### src/rtl/booth_r4_controller.sv
// Sequencing FSM for the radix-4 Booth multiplier (IDLE->LOAD->{EVAL,SHIFT}xN/2->DONE).
// Latency: start sampled at edge 0 -> done pulse in cycle N_BITS+2; one op per N_BITS+3 cycles.
// Backpressure: none; start is ignored while busy (no queuing, no error flag).
//
// Ports:
//   clk, rst      rising-edge clock, asynchronous active-high reset
//   start         request a multiplication, honoured only in IDLE
//   q_bits        recode triplet {Q[1],Q[0],Q_-1} from the datapath, used in EVAL
//   load          load M and Q, clear A and Q_-1
//   add_en/c4/c3  adder capture enable, 2M select, subtract select (EVAL only)
//   shift         arithmetic shift right by 2 of {A,Q,Q_-1}
//   busy, done    busy LOAD..DONE inclusive; done is a one-cycle product-valid pulse
//   iter          current recode iteration, for debug
module booth_r4_controller #(
  parameter int N_BITS = 8,
  parameter int CNT_W  = 2
) (
  input  logic             clk,
  input  logic             rst,
  input  logic             start,
  input  logic [2:0]       q_bits,
  output logic             load,
  output logic             add_en,
  output logic             c3,
  output logic             c4,
  output logic             shift,
  output logic             busy,
  output logic             done,
  output logic [CNT_W-1:0] iter
);

  localparam logic [CNT_W-1:0] LAST_ITER = CNT_W'(N_BITS / 2 - 1);

  typedef enum logic [2:0] {
    S_IDLE,
    S_LOAD,
    S_EVAL,
    S_SHIFT,
    S_DONE
  } state_t;

  state_t           state, state_nxt;
  logic [CNT_W-1:0] iter_nxt;

  always_ff @(posedge clk or posedge rst) begin
    if (rst) begin
      state <= S_IDLE;
      iter  <= '0;
    end else begin
      state <= state_nxt;
      iter  <= iter_nxt;
    end
  end

  always_comb begin
    state_nxt = state;
    iter_nxt  = iter;
    load      = 1'b0;
    add_en    = 1'b0;
    c3        = 1'b0;
    c4        = 1'b0;
    shift     = 1'b0;
    busy      = 1'b0;
    done      = 1'b0;

    case (state)
      S_IDLE: begin
        if (start) state_nxt = S_LOAD;
      end

      S_LOAD: begin
        load      = 1'b1;
        busy      = 1'b1;
        iter_nxt  = '0;
        state_nxt = S_EVAL;
      end

      S_EVAL: begin
        busy      = 1'b1;
        state_nxt = S_SHIFT;
        // Radix-4 Booth recode: the triplet selects 0, +-M or +-2M.
        // 000 and 111 leave A untouched, so no adder capture.
        case (q_bits)
          3'b001, 3'b010: add_en = 1'b1;
          3'b011: begin
            add_en = 1'b1;
            c4     = 1'b1;
          end
          3'b100: begin
            add_en = 1'b1;
            c4     = 1'b1;
            c3     = 1'b1;
          end
          3'b101, 3'b110: begin
            add_en = 1'b1;
            c3     = 1'b1;
          end
          default: ;
        endcase
      end

      S_SHIFT: begin
        shift = 1'b1;
        busy  = 1'b1;
        if (iter == LAST_ITER) begin
          state_nxt = S_DONE;
        end else begin
          iter_nxt  = iter + CNT_W'(1);
          state_nxt = S_EVAL;
        end
      end

      S_DONE: begin
        done      = 1'b1;
        busy      = 1'b1;
        state_nxt = S_IDLE;
      end

      default: state_nxt = S_IDLE;
    endcase
  end

endmodule

### config.mk
export PLATFORM = sky130hd
export DESIGN_NAME = booth_r4_controller
export DESIGN_NICKNAME = d
export VERILOG_FILES = /design/src/rtl/booth_r4_controller.sv
export SDC_FILE = /design/constraint.sdc
export NUM_CORES = 1
export LEC_CHECK = 0
export ABC_AREA = 0
export CORE_AREA = 4 4 41 43
export CTS_BUF_LIST = sky130_fd_sc_hd__clkbuf_8
export CTS_CLUSTER_DIAMETER = 30
export DETAILED_ROUTE_END_ITERATION = 8
export DIE_AREA = 0 0 45 47
export SYNTH_ARGS = -nofsm -noshare
export SYNTH_HDL_FRONTEND = slang
export SYNTH_SLANG_ARGS = --single-unit
### constraint.sdc
create_clock -name clk -period 1.61 [get_ports clk]
set_input_delay 0.322 -clock clk [delete_from_list [all_inputs] [get_ports clk]]
set_output_delay 0.322 -clock clk [all_outputs]
set_load 0.05 [all_outputs]
==> results of run 1 <==
state kept, by name, summed over array words and instances (netlist names):
name / count
iter: 2
state: 3
per-layer routing:
| metal | vias up | global-route usage (%) | wire length (um) | share of wire (%) |
|---|---|---|---|---|
| li1 | 168 | - | - | - |
| met1 | 149 | 10.9 | 341 | 44 |
| met2 | 9 | 13.0 | 394 | 50 |
| met3 | 0 | 2.30 | 44 | 5.6 |
| met4 | 0 | 7.02 | 0 | 0 |
| met5 | - | 0 | 0 | 0 |
cell usage after synthesis, drive strengths merged:
cell    instances
nor2            6
dfrtp           5
nand2b          2
a21oi           1
and2            1
nand2           4
nor3            4
or3b            1
mux2            1
inv             1
nor3b           1
xnor2           1
and3            2
a22o            1
or2             1
ha              1
and3b           1
final cells by class:
| cell class | count | area, um2 |
|---|---|---|
| Clock buffer | 3 | 41.3 |
| Clock inverter | 1 | 3.75 |
| Fill cell | 123 | 587 |
| Inverter | 1 | 3.75 |
| Multi-Input combinational cell | 28 | 243 |
| Sequential cell | 5 | 125 |
| Tap cell | 15 | 18.8 |
| Timing Repair Buffer | 21 | 279 |
final timing paths:
| kind | slack (ns) | start | end | cells past startpoint |
|---|---|---|---|---|
| worst max-delay path | -0.13 | state[2]$_DFFE_PP0P_ | add_en | 3 |
| min in group clk | 0.58 | state[0]$_DFFE_PP0P_ | state[0]$_DFFE_PP0P_ | 2 |
| worst min register to register | 0.58 | state[0]$_DFFE_PP0P_ | state[0]$_DFFE_PP0P_ | 2 |
| max in group asynchronous | 1.14 | rst | state[2]$_DFFE_PP0P_ | 2 |
| worst max register to register | 0.25 | state[2]$_DFFE_PP0P_ | iter[0]$_DFFE_PP0P_ | 5 |
| worst min-delay path | 0.30 | rst | iter[0]$_DFFE_PP0P_ | 2 |
where the power goes:
part / internal [uW] / switching [uW] / total, uW
sequential: 180 / 47.9 / 228
clock: 163 / 59.1 / 222
combinational: 572 / 583 / 1150
stage by stage:
stage	TNS [ns]	std cells	hold WS [ns]	setup slack (ns)
4_1_cts	-0.261	73	0.298	-0.133
3_5_place_dp	-0.341	69	0.535	-0.183
6_report	-0.234	74	0.298	-0.131
2_1_floorplan	-0.138	34	0.101	-0.0515
5_1_grt	-0.387	74	0.307	-0.177
3_3_place_gp	-0.331	69	0.534	-0.177
kinds of logic (layout without fill, tap and decap cells):
kind of cell               Yosys count  count (layout)
and+or+nand+nor                     23              23
AOI/OAI and AO/OA                    2               2
DFF                                  5               5
buffers and inverters                1              26
adders and majority gates            1               1
muxes                                1               1
xor gates and xnor gates             1               1
critical path, cell delays in order, from the launching register on:
cell and delay (ns):
dfrtp_1 0.37, or3b_4 0.46, nor3_4 0.21, buf_12 0.16
repair_timing:
action | CTS | global route
cloned | 0 | 0
setup endpoints to repair | 5 | 5
gates resized for setup | 4 | 6
buffers inserted | 0 | 2
pin swaps | 1 | 1
==> reports/results.ini, run 1 <==
[outcome]
status = finished with violations
failed_checks = setup timing

[yosys]
synth_area_um2 = 313
synthCells = 34
yosys-top-cells-area = dfrtp_1 40%, nor2_1 7.2%, nor3_1 4.8%
ys_ff_latch = 5
synth_top_family_by_area = simple AND/OR/NAND/NOR gates
synth.distinct_cells = 20
syn-num-nets = 41
yosysWarnings = 0
yosysTopAreaCellShare_pct = 40.0
avgSynthCellArea_um2 = 9.20
synth-simple-area-share_pct = 44.0
synth-compound-area-share_pct = 4.40
synth_fa_ha_area_share_pct = 4.00
synth_area_leader_cell = dfrtp_1
synth-seq-area-share_pct = 40.0
synth_xor_area_share_pct = 2.80
muxShareOfSynthArea_pct = 3.60

[die]
fp.dieH_um = 47
die-area_um2 = 2120
core_area_um2 = 1300
start_util_pct = 24.0
die_w_um = 45
num_rows = 13
ios = 15

[power]
leakagePower_uw = 0.000313
vdd_drop_max_mv = 1.23
report.power.total_uw = 1600
cellPowerDensity_nw_per_um2 = 2250

[routing]
vias = 326
drt.antenna.violating_nets = 0
wire_per_inst_um = 10.6
drc = 0
drt_pass1_iterations = 2
finalWirelength_um = 781
drt-vias-per-instance = 4.41
drt_iter0_drc = 1

[placed_design]
placed_area_um2 = 624
dp_hpwl_um = 625
port_buffers = 14
gp_congestion = 0.677

[final_layout]
final_area_um2 = 714
fin_util_pct = 54.9
layout-drive-gt1-share_pct = 52.5
nNetsFinal = 67
final_cell_mix = 9 x buf_12, 7 x buf_4, 5 x dfrtp_1
diodes = 0
final_common_cell = buf_12
area_delta_synth_final_pct = 128

[clock_network]
cts_tree = yes
cts_root_buf = clkbuf_8
ctsHoldBuffers = 0
cts_made_buffers = 3
cts_sinks = 5
cts_buffer_depth = 2
clk_latency_ns = 0.22
clkTransAtPathRegs_ns = 0.04
cts_max_level = 1

[worst_setup_path]
critPathKind = flip-flop to output pin
crit_fanout = 3
start_kind = flip-flop
crit_path_end_kind = output pin
worstPathRequired_ns = 1.29
crit_arrival_ns = 1.42

[sta]
worst_slew_pin_slew_ns = 0.317
rsz0062_at_grt = yes
hold_viol = 0
finClkSkew_ns = 0.00265
setup_ws_ns = -0.131
final_max_slew_viol_count = 0
relSlewSlack_pct = 78.7
fin_crit_ns = 1.74
setup_viol = 3
period_share_pct = 108
fmax_ghz = 0.574

[global_routing]
antenna_found_initial = 0
grt_pass1_vias = 308
grt_use_total_pct = 8.82
grt_first_pass_wirelength_um = 1300
grt_overflow = 0
grt_max_degree = 8

[job]
maxCapViolCount = 0

[hold_path]
hp-class = input port to async pin

Power figures use the tool's default switching activity.
==> run 2: changes to the inputs <==
--- a/config.mk
+++ b/config.mk
@@ -11,6 +11,8 @@
 export CTS_CLUSTER_DIAMETER = 30
 export DETAILED_ROUTE_END_ITERATION = 8
 export DIE_AREA = 0 0 45 47
+export HOLD_SLACK_MARGIN = 0.08
+export RECOVER_POWER = 100
 export SYNTH_ARGS = -nofsm -noshare
 export SYNTH_HDL_FRONTEND = slang
 export SYNTH_SLANG_ARGS = --single-unit
==> run 2 against run 1 <==
  * The run still ends with setup timing left
  * Combinational power is essentially flat
  * Fmax unchanged
  * Critical path depth did not move
  * Register-to-register slack is essentially flat
  * Design area unchanged
  * Clock power hardly changed
  * Critical endpoint unchanged
==> reports/results.ini, run 2 (synthesis results as in run 1) <==
[sta]
hold_ws_ns = 0.435
fin_crit_ns = 1.74
setup_viol = 3
hold_viol = 0
finClkSkew_ns = 0.00265
period_share_pct = 108
worst_slew_pin_slew_ns = 0.317
fmax_ghz = 0.574
final_max_slew_viol_count = 0
setup_ws_ns = -0.131
rsz0062_at_grt = yes
relSlewSlack_pct = 78.7

[global_routing]
busiest_layer = met2
grt_first_pass_wirelength_um = 1300
gr-usage-met1_pct = 10.9
grt_pass1_vias = 308
met3_usage_pct = 2.30
grt_use_total_pct = 8.82
use_met2_pct = 13.0
grt_overflow = 0
grt_max_degree = 8
antenna_found_initial = 0

[worst_setup_path]
cp_cell_sequence = or3b_4 -> nor3_4 -> buf_12
critPathBufInv = 1
slowest_stage = or3b_4
start_kind = flip-flop
crit_path_max_incr_delay_ns = 0.46
reg2reg_depth = 5
cpLargestDelayFamily = simple AND/OR/NAND/NOR gates
worstPathRequired_ns = 1.29
critical_path_depth = 3
critPathKind = flip-flop to output pin
crit_fanout = 3
crit_path_end_kind = output pin
crit_arrival_ns = 1.42

[clock_network]
cts_max_level = 1
cts_sinks = 5
cts_tree = yes
clkTransAtPathRegs_ns = 0.04
cts_made_buffers = 3
clk_latency_ns = 0.22
cts_buffer_depth = 2
cts_root_buf = clkbuf_8

[outcome]
failed_checks = setup timing
status = finished with violations

[routing]
drt_pass1_iterations = 2
drt.antenna.violating_nets = 0
finalWirelength_um = 780
vias = 326
drt_iter0_drc = 1
drc = 0
wire_per_inst_um = 10.5
drt-vias-per-instance = 4.41

[final_layout]
nNetsFinal = 67
largest_reg_flops = 3
diodes = 0
final_cell_mix = 9 x buf_12, 7 x buf_4, 5 x dfrtp_1
area_delta_synth_final_pct = 128
top_register = state
top_regs = state (3), iter (2)
layout-drive-gt1-share_pct = 52.5
final_common_cell = buf_12

[die]
die-area_um2 = 2120
start_util_pct = 24.0
core_area_um2 = 1300
ios = 15
num_rows = 13
die_w_um = 45
fp.dieH_um = 47

[job]
maxCapViolCount = 0

[placed_design]
dp_hpwl_um = 625
gp_congestion = 0.677
port_buffers = 14

[power]
cellPowerDensity_nw_per_um2 = 2250
report.power.total_uw = 1600
vdd_drop_max_mv = 1.23
leakagePower_uw = 0.000313

[hold_path]
hp-class = input port to async pin

-- run 2: changes by cell type in the layout (fill, tap and decap cells not counted), sizes merged --
cell | previous run | this run
clkdlybuf4s50 | 2 | 1
dlygate4sd3 | 0 | 1
-- run 2: worst paths after layout --
path	start	end	slack (ns)
setup / recovery	state[2]$_DFFE_PP0P_	add_en	-0.13
hold / removal	rst	iter[0]$_DFFE_PP0P_	0.44
setup reg to reg	state[2]$_DFFE_PP0P_	iter[0]$_DFFE_PP0P_	0.25
hold reg to reg	state[0]$_DFFE_PP0P_	state[0]$_DFFE_PP0P_	0.58
max in group asynchronous	rst	state[2]$_DFFE_PP0P_	1.00
min in group clk	state[0]$_DFFE_PP0P_	state[0]$_DFFE_PP0P_	0.58
-- run 2: metrics by stage --
stage / cell area, um2 / std cells / worst slack, ns / util (%) / TNS (ns)
final: 714 / 74 / -0.131 / 54.9 / -0.234
after global routing: 714 / 74 / -0.177 / 54.9 / -0.387
after CTS: 668 / 73 / -0.133 / 51.3 / -0.261
after detailed placement: 624 / 69 / -0.183 / 48.0 / -0.341
after global placement: 624 / 69 / -0.177 / 48.0 / -0.331
after floorplan: 330 / 34 / -0.0515 / - / -0.138
-- run 2: routing by layer --
metal | share of wire, % | wire, um
met5 | 0 | 0
met3 | 5.6 | 44
met2 | 51 | 394
met1 | 44 | 341
met4 | 0 | 0
-- run 2: area by class of cell --
cell class / instances / area [um2]
multi-input cells: 28 / 243
flip-flops and latches: 5 / 125
inverters: 1 / 3.75
clock inverters: 1 / 3.75
repair buffers: 21 / 279
well taps: 15 / 18.8
clock buffers: 3 / 41.3
fillers: 123 / 587
-- run 2: repair_timing --
item,CTS,global route
endpoints found under the hold margin,0,0
setup buffers,0,2
resized for setup,4,6
endpoints found under the setup margin,5,5
pin swaps,1,1
gates cloned,0,0
hold buffers,0,0
-- run 2: power by group --
group	switching (uW)	total (uW)	internal [uW]
Clock	59.1	222	163
Combinational	583	1150	571
Sequential	47.9	228	180
Total	690	1600	914
==> run 3: changes to the inputs <==
==> constraint.sdc (replaced) <==
create_clock -name clk -period 1.7 [get_ports clk]
set_input_delay 0.34 -clock clk [delete_from_list [all_inputs] [get_ports clk]]
set_output_delay 0.34 -clock clk [all_outputs]
set_load 0.05 [all_outputs]
==> run 3 against run 2 <==
  * Via count fell by 5.5%
  * The flow still finishes with violations (setup timing)
  * Total power fell by 18%
  * Die area did not move
  * First-iteration DRC count rose to 4.0 times the previous value
  * Clock power fell by 7%
==> reports/results.ini, run 3 (synthesis results as in run 1) <==
[clock_network]
cts_sinks = 5
cts_buffer_depth = 2
cts_max_level = 1
post_cts_buffers = 0
cts_tree = yes
cts_made_buffers = 3
clkTransAtPathRegs_ns = 0.03
cts_root_buf = clkbuf_8
clk_latency_ns = 0.22
ctsHoldBuffers = 0

[routing]
drc = 0
finalWirelength_um = 732
wire_per_inst_um = 10.0
vias = 308
drt_pass1_iterations = 3
drt_iter0_drc = 4
drt-vias-per-instance = 4.22
drt.antenna.violating_nets = 0

[outcome]
status = finished with violations
failed_checks = setup timing

[sta]
period_share_pct = 102
setup_viol = 1
hold_viol = 0
final_max_slew_viol_count = 0
fmax_ghz = 0.575
setup_ws_ns = -0.0383
rsz0062_at_grt = yes
relSlewSlack_pct = 60.1
fin_crit_ns = 1.74
finClkSkew_ns = 0.00202
hold_ws_ns = 0.450
worst_slew_pin_slew_ns = 0.602

[placed_design]
dpl.cell_count = 69
placed_area_um2 = 586
port_buffers = 14
gp_congestion = 0.656

[die]
start_util_pct = 24.0
die-area_um2 = 2120
ios = 15
core_area_um2 = 1300
num_rows = 13
die_w_um = 45
fp.dieH_um = 47

[worst_setup_path]
crit_path_max_incr_delay_ns = 0.44
slowest_stage = or3b_4
worstPathRequired_ns = 1.36
cp_cell_sequence = or3b_4 -> nor3_4 -> buf_12
start_kind = flip-flop
r2r_slack_ns = 0.44
critPathKind = flip-flop to output pin
crit_path_end_kind = output pin
reg2reg_from = state[2]$_DFFE_PP0P_
crit_fanout = 3
crit_arrival_ns = 1.40
reg2reg_to = iter[0]$_DFFE_PP0P_
reg2reg_depth = 4

[final_layout]
fillCellCount = 139
final_common_cell = buf_12
top_regs = state (3), iter (2)
diodes = 0
area_delta_synth_final_pct = 105
register_area_um2 = 125
largest_reg_flops = 3
final_area_um2 = 641
layout-drive-gt1-share_pct = 43.1
nNetsFinal = 66
final_cell_mix = 7 x buf_12, 6 x buf_4, 5 x dfrtp_1
multi_input_area_um2 = 205
final_cells = 73
top_register = state

[power]
cellPowerDensity_nw_per_um2 = 2060
report.power.total_uw = 1320
leakagePower_uw = 0.000296
vdd_drop_max_mv = 0.899

[hold_path]
hp-class = input port to async pin

[global_routing]
grt_first_pass_wirelength_um = 1330
grt_max_degree = 8
grt_use_total_pct = 8.98
grt_overflow = 0
antenna_found_initial = 0
grt_pass1_vias = 319

[job]
maxCapViolCount = 0

==> run 3: cell types whose count changed in the layout (fill, tap and decap cells not counted), sizes merged <==
cell | previous run | this run
clkbuf | 3 | 5
dlymetal6s2s | 0 | 1
dlygate4sd2 | 3 | 2
clkdlybuf4s50 | 1 | 0
dlygate4sd3 | 1 | 2
buf | 16 | 13
==> run 3: layout make-up <==
cell class / count / share of cell area [%]
repair buffers: 20 / 37.9
multi-input cells: 28 / 32.0
flip-flops and latches: 5 / 19.5
clock buffers: 3 / 6.45
well taps: 15 / 2.93
clock inverters: 1 / 0.586
inverters: 1 / 0.586
==> run 3: worst max path at each step <==
stage                     cells after the start                 start  slack (ns)  endpoint
after CTS                                     3  state[2]$_DFFE_PP0P_       -0.05    add_en
after global routing                          3  state[2]$_DFFE_PP0P_       -0.09    add_en
final                                         3  state[2]$_DFFE_PP0P_       -0.04    add_en
after detailed placement                      5             q_bits[0]       -0.14        c4
after global placement                        5             q_bits[0]       -0.14        c4
after floorplan                               2  state[2]$_DFFE_PP0P_       -0.16    add_en
==> run 3: timing repair <==
action / 4_1_cts / 5_1_grt
resized for setup: 6 / 3
setup endpoints to repair: 3 / 4
pin swaps: 3 / 0
==> run 3: per-stage QoR <==
step	setup TNS, ns	setup WS (ns)	utilization (%)
floorplan	-0.314	-0.162	-
global placement	-0.243	-0.145	45.0
detailed placement	-0.250	-0.139	45.0
CTS	-0.106	-0.0457	49.9
global route	-0.154	-0.0949	49.2
finish	-0.0383	-0.0383	49.2
==> run 3: power by group <==
group          total [uW]  internal, uW  leakage (uW)  switching [uW]
Combinational         914           405      0.000209             509
Clock                 206           154     0.0000269            51.4
Sequential            200           170     0.0000601            29.2
==> run 3: routing by layer <==
layer	vias up	GRT usage [%]	wire length [um]
met5	-	0	0
met4	0	8.77	10
met3	2	1.15	22
met2	5	14.7	358
met1	134	9.95	340
li1	167	-	-
==> run 3: critical path, delay by kind of cell, from the launching register on <==
kind / cells / cell delay [ns]
buffers and inverters: 1 / 0.16
flip-flops: 1 / 0.36
AND/OR/NAND/NOR: 2 / 0.65
